**src/rtl/demultiplexor16bits_1x2.sv**
```systemverilog
// demultiplexor16bits_1x2: routes a 16-bit stream to two independently buffered channels (A/B).
// Optional delivery counters are enabled with macro DEMUX16_CONTADORES_EN.
module demultiplexor16bits_1x2 #(
    parameter int ANCHO = 16,
    parameter int PROF  = 4
) (
    input  logic             Reloj,
    input  logic             Reset_n,
    input  logic [ANCHO-1:0] Entrada,
    input  logic             Seleccion,
    input  logic             EntValido,
    output logic             EntListo,
    output logic [ANCHO-1:0] SalidaA,
    output logic             ValidoA,
    input  logic             ListoA,
    output logic [ANCHO-1:0] SalidaB,
    output logic             ValidoB,
    input  logic             ListoB,
    output logic [15:0]      CuentaA,
    output logic [15:0]      CuentaB
);
    localparam int PW = $clog2(PROF);
    typedef enum logic [1:0] {VACIO, PARCIAL, LLENO} estado_t;
    logic [1:0]       w_push, w_pop, w_lleno, w_valido, w_listo;
    logic [ANCHO-1:0] w_salida [2];
    logic [15:0]      w_cuenta [2];
    assign w_listo  = {ListoB, ListoA};
    assign EntListo = Seleccion ? ~w_lleno[1] : ~w_lleno[0];
    for (genvar c = 0; c < 2; c++) begin : g_canal
        logic [ANCHO-1:0] r_mem [PROF];
        logic [PW-1:0]    r_rd, r_wr;
        logic [PW:0]      r_ocup, w_ocup_sig;
        estado_t          r_estado, w_estado_sig;
        assign w_push[c]   = EntValido & EntListo & (Seleccion == 1'(c));
        assign w_pop[c]    = w_valido[c] & w_listo[c];
        assign w_lleno[c]  = r_ocup == (PW+1)'(PROF);
        assign w_valido[c] = r_estado != VACIO;
        // Head is forced to zero when empty so stale storage never shows on the output.
        assign w_salida[c] = w_valido[c] ? r_mem[r_rd] : '0;
        always_comb begin
            w_ocup_sig   = r_ocup + (PW+1)'(w_push[c]) - (PW+1)'(w_pop[c]);
            w_estado_sig = r_estado;
            if (w_push[c] != w_pop[c])
                w_estado_sig = (w_ocup_sig == '0) ? VACIO :
                               (w_ocup_sig == (PW+1)'(PROF)) ? LLENO : PARCIAL;
        end
        always_ff @(posedge Reloj) begin
            if (!Reset_n) begin
                r_rd     <= '0;
                r_wr     <= '0;
                r_ocup   <= '0;
                r_estado <= VACIO;
            end else begin
                if (w_push[c]) begin
                    r_mem[r_wr] <= Entrada;
                    r_wr        <= r_wr + 1'b1;
                end
                if (w_pop[c])
                    r_rd <= r_rd + 1'b1;
                r_ocup   <= w_ocup_sig;
                r_estado <= w_estado_sig;
            end
        end
`ifdef DEMUX16_CONTADORES_EN
        logic [15:0] r_cuenta;
        always_ff @(posedge Reloj) begin
            if (!Reset_n)
                r_cuenta <= '0;
            else if (w_pop[c] && r_cuenta != 16'hFFFF)
                r_cuenta <= r_cuenta + 16'd1;
        end
        assign w_cuenta[c] = r_cuenta;
`else
        assign w_cuenta[c] = '0;
`endif
    end
    assign SalidaA = w_salida[0];
    assign SalidaB = w_salida[1];
    assign ValidoA = w_valido[0];
    assign ValidoB = w_valido[1];
    assign CuentaA = w_cuenta[0];
    assign CuentaB = w_cuenta[1];
endmodule

```
**config.mk**
```make
export PLATFORM = sky130hd
export DESIGN_NAME = demultiplexor16bits_1x2
export DESIGN_NICKNAME = d
export VERILOG_FILES = /design/src/rtl/demultiplexor16bits_1x2.sv
export SDC_FILE = /design/constraint.sdc
export NUM_CORES = 1
export LEC_CHECK = 0
export ABC_AREA = 1
export CAP_MARGIN = 20
export CORE_MARGIN = 1
export CORE_UTILIZATION = 28
export DETAILED_ROUTE_END_ITERATION = 10
export HOLD_SLACK_MARGIN = 0.15
export PLACE_DENSITY = 0.55
export SLEW_MARGIN = 20
export SYNTH_ARGS = -nofsm -noshare
export SYNTH_HDL_FRONTEND = slang
export SYNTH_SLANG_ARGS = --single-unit
```
**constraint.sdc**
```tcl
create_clock -name Reloj -period 4.2 [get_ports Reloj]
set_input_delay 0.84 -clock Reloj [delete_from_list [all_inputs] [get_ports Reloj]]
set_output_delay 0.84 -clock Reloj [all_outputs]
set_load 0.02 [all_outputs]
```
==> key figures <==
Clock network
  – Total CTS buffers: 17
  – Hold-fix buffers, CTS: 0
  – Post-CTS Setup Inserts: 0
  – CTS Buffer Depth: 2
  – CTS root buffer: clkbuf_16
  – Clock transition at the registers of the reported paths: 0.06 ns
  – Worst-Skew Late Latency: 0.43 ns
  – Post-CTS Resized: 0
  – Clock sink total: 150
  – CTS tree: done
  – H-tree Lvls: 4

Synthesis
  – Mux share of post-synthesis cell area: 0%
  – Post-synth top area cell: edfxtp_1
  – Area share of the largest cell type after synthesis: 60.1%
  – Unique masters post-synth: 24
  – Gate Count Post-Synth: 573
  – Largest family of logic cells by synthesized area: simple AND/OR/NAND/NOR gates
  – #FFs+latches synth: 150
  – Post-Syn Area: 6390 sq um
  – XOR/XNOR share of the synthesized area: 0.822%
  – Compound-gate portion of the synthesized area: 8.69%
  – Synth Warn #: 0
  – Ranking of synthesized cells by area: edfxtp_1 (60%), nor2_1 (9.3%), dfxtp_1 (6.9%)
  – Syn Area/Cell: 11.2 sq um
  – Post-synthesis simple-gate area fraction: 12.3%
  – Post-Synth Adder-Cell Area: 2.97%
  – Sequential fraction of the synthesis area: 67.0%

Floorplan
  – Io pins: 89
  – Die X: 153 um
  – Core Region: 22100 sq um
  – Die H: 153 um
  – Die ar.: 23400 sq um
  – Starting density of the core: 28.9%
  – Rows: 54

Global routing
  – Met2 usage: 18.7%
  – GRT Util Overall: 11.7%
  – Met3 Usage GRT: 2.58%
  – GRT overflow: 0
  – First-pass GRT wire length: 20.5 mm
  – Vias in the first global route: 3748
  – Initial antenna violation count: 0
  – Met1 Use GR: 15.2%
  – Gr busiest metal: met2
  – Largest net degree at the start of global routing: 33

Routing
  – Iter 0 DRT Violations: 336
  – WL final: 13.1 mm
  – Final ANT Viol Nets: 0
  – TritonRoute pass-1 iters: 4
  – Average routed wire per standard cell: 14.1 um
  – # DRC: 0
  – DR vias/cell: 4.24
  – Routed vias: 3940

Timing
  – Slew HR: 44.7%
  – Final Hold Vio Count: 0
  – RSZ-0062 raised after global routing: false
  – Max-slew violations: 0
  – Skew final: 0.00887 ns
  – Min Hold Slack: 0.473 ns
  – Endpoints failing setup: 0
  – Final worst slack: 0.655 ns
  – Max Freq: 282 MHz
  – Tmin final: 3.54 ns
  – Ratio of final minimum period to clock period: 84.4%
  – Worst-margin pin slew: 0.828 ns
  – Setup TNS: 0 ns

Job
  – Max-cap violations: 0

Setup path
  – Setup crit end kind: output port
  – Crit start category: register
  – Critical Path Max Stage Delay: 0.70 ns
  – Worst Setup Path Type: register to output port
  – Slowest cell on the critical path: dfxtp_1
  – Worst EP required: 3.36 ns
  – Critical path peak fanout: 17
  – Crit-path cells: inv_1 -> nor2_1 -> o21ai_0 -> a21oi_1 -> clkdlybuf4s50_1
  – Worst path arrival time: 2.70 ns
  – Crit path buf inv count: 2
  – Flop2flop setup slack: 1.58 ns
  – Crit path max-delay family: buffers and inverters

Placement
  – Port Buffers: 56
  – HPWL after DPL: 8.53 mm
  – Post-Place Worst Slack: 1.02 ns
  – Routability cong.: 0.731
  – Cell area after placement: 7150 sq um

Finish
  – Post-route design area: 7750 sq um
  – Sequential cell area: 4280 sq um
  – Footprint of the multi-input gates: 1700 sq um
  – Layout area overhead: 21.2%
  – # fillers: 2197
  – Share of layout cells above drive strength 1: 8.63%
  – ANT cells: 0
  – NumNets Final: 672

Outcome
  – Status: finished clean

Power and ir drop
  – Sw Share: 33.1%
  – Peak VDD IR: 0.000299 V
  – P_leak: 2.84 nW
  – Clock network power share: 32.2%
  – P_sw: 1.59 mW
  – Power Density: 620 nW/um^2
  – Sequential fraction of design power: 36.9%
  – Combinational Power Share: 31.0%
  – Pint: 3.21 mW

Worst hold path
  – Hold Path Class: register to register
[cell usage in the layout, fill, tap and decap left out]
cell type and count:
clkbuf_16 17, inv_6 5, fa_1 2, clkinvlp_4 1, nand3_2 2, nand3_1 5, xor2_1 4, clkinv_4 1
inv_1 42, buf_4 12, clkinv_1 1, edfxtp_1 128, nor2_4 3, nand2_1 17, nor2_1 159, nor2_2 2
o21ai_0 70, bufinv_16 3, ha_1 12, inv_2 2, clkinv_2 4, a21oi_1 41, xnor2_1 2, conb_1 32
clkdlybuf4s50_1 56, dfxtp_1 22, nand4_2 1, nand2_2 3
[sequential cells by signal, indices dropped and copies added (netlist names), named ones only]
register	flops
g_canal.r_estado	4
g_canal.r_wr	4
g_canal.r_mem	128
g_canal.r_ocup	6
g_canal.r_rd	4
[synthesized netlist by cell type (all sizes together)]
cell and number:
nor2 164, edfxtp 128, o21ai 70, buf 45, inv 44, a21oi 41, dfxtp 22, nand2 20
ha 12, clkbuf 10, nand3 7, xor2 4, fa 2, xnor2 2, conb 1, nand4 1
[worst paths after layout]
path / cells after the start / end / start
worst max-delay path: 5 / SalidaB[15] / register
worst min-delay path: 1 / g_canal[1].r_rd[0] / g_canal[1].r_rd[0]
worst max register to register: 15 / g_canal[1].r_estado[1] / g_canal[1].r_estado[0]
worst min register to register: 1 / g_canal[1].r_rd[0] / g_canal[1].r_rd[0]
[power by group through the flow]
stage | clock network, mW | logic, mW | registers [mW]
detailed placement | 0 | 1.51 | 1.80
global route | 1.63 | 1.65 | 1.78
global placement | 0 | 1.51 | 1.80
floorplan | 0 | 0.966 | 1.78
finish | 1.54 | 1.49 | 1.77
CTS | 1.57 | 1.52 | 1.77
[cell type report]
type	count	share of cell area, %
Clock buffer	17	5.49
Clock inverter	15	2.24
Inverter	44	2.13
Multi-Input combinational cell	355	22.0
Sequential cell	150	55.3
Tap cell	280	4.52
Timing Repair Buffer	68	8.39
[metrics by stage]
stage	instances	power, mW	util (%)
final	929	4.80	35.1
after detailed placement	897	3.32	32.4
after floorplan	604	2.75	-
after global placement	897	3.32	32.4
after CTS	929	4.87	35.1
after global routing	929	5.07	35.1
[metal layers]
metal,vias to the layer above,wire length (um)
li1,1986,-
met1,1824,6230
met2,118,6060
met3,12,646
met4,0,210
met5,-,0
[kinds of logic after synthesis]
kind of cell,Yosys count
buffers and inverters,99
AND/OR/NAND/NOR,192
adder cells (fa/ha/maj),14
flip-flops,150
XOR/XNOR,6
other,1
AO/OA/AOI/OAI,111
(Power assumes the default switching activity.)
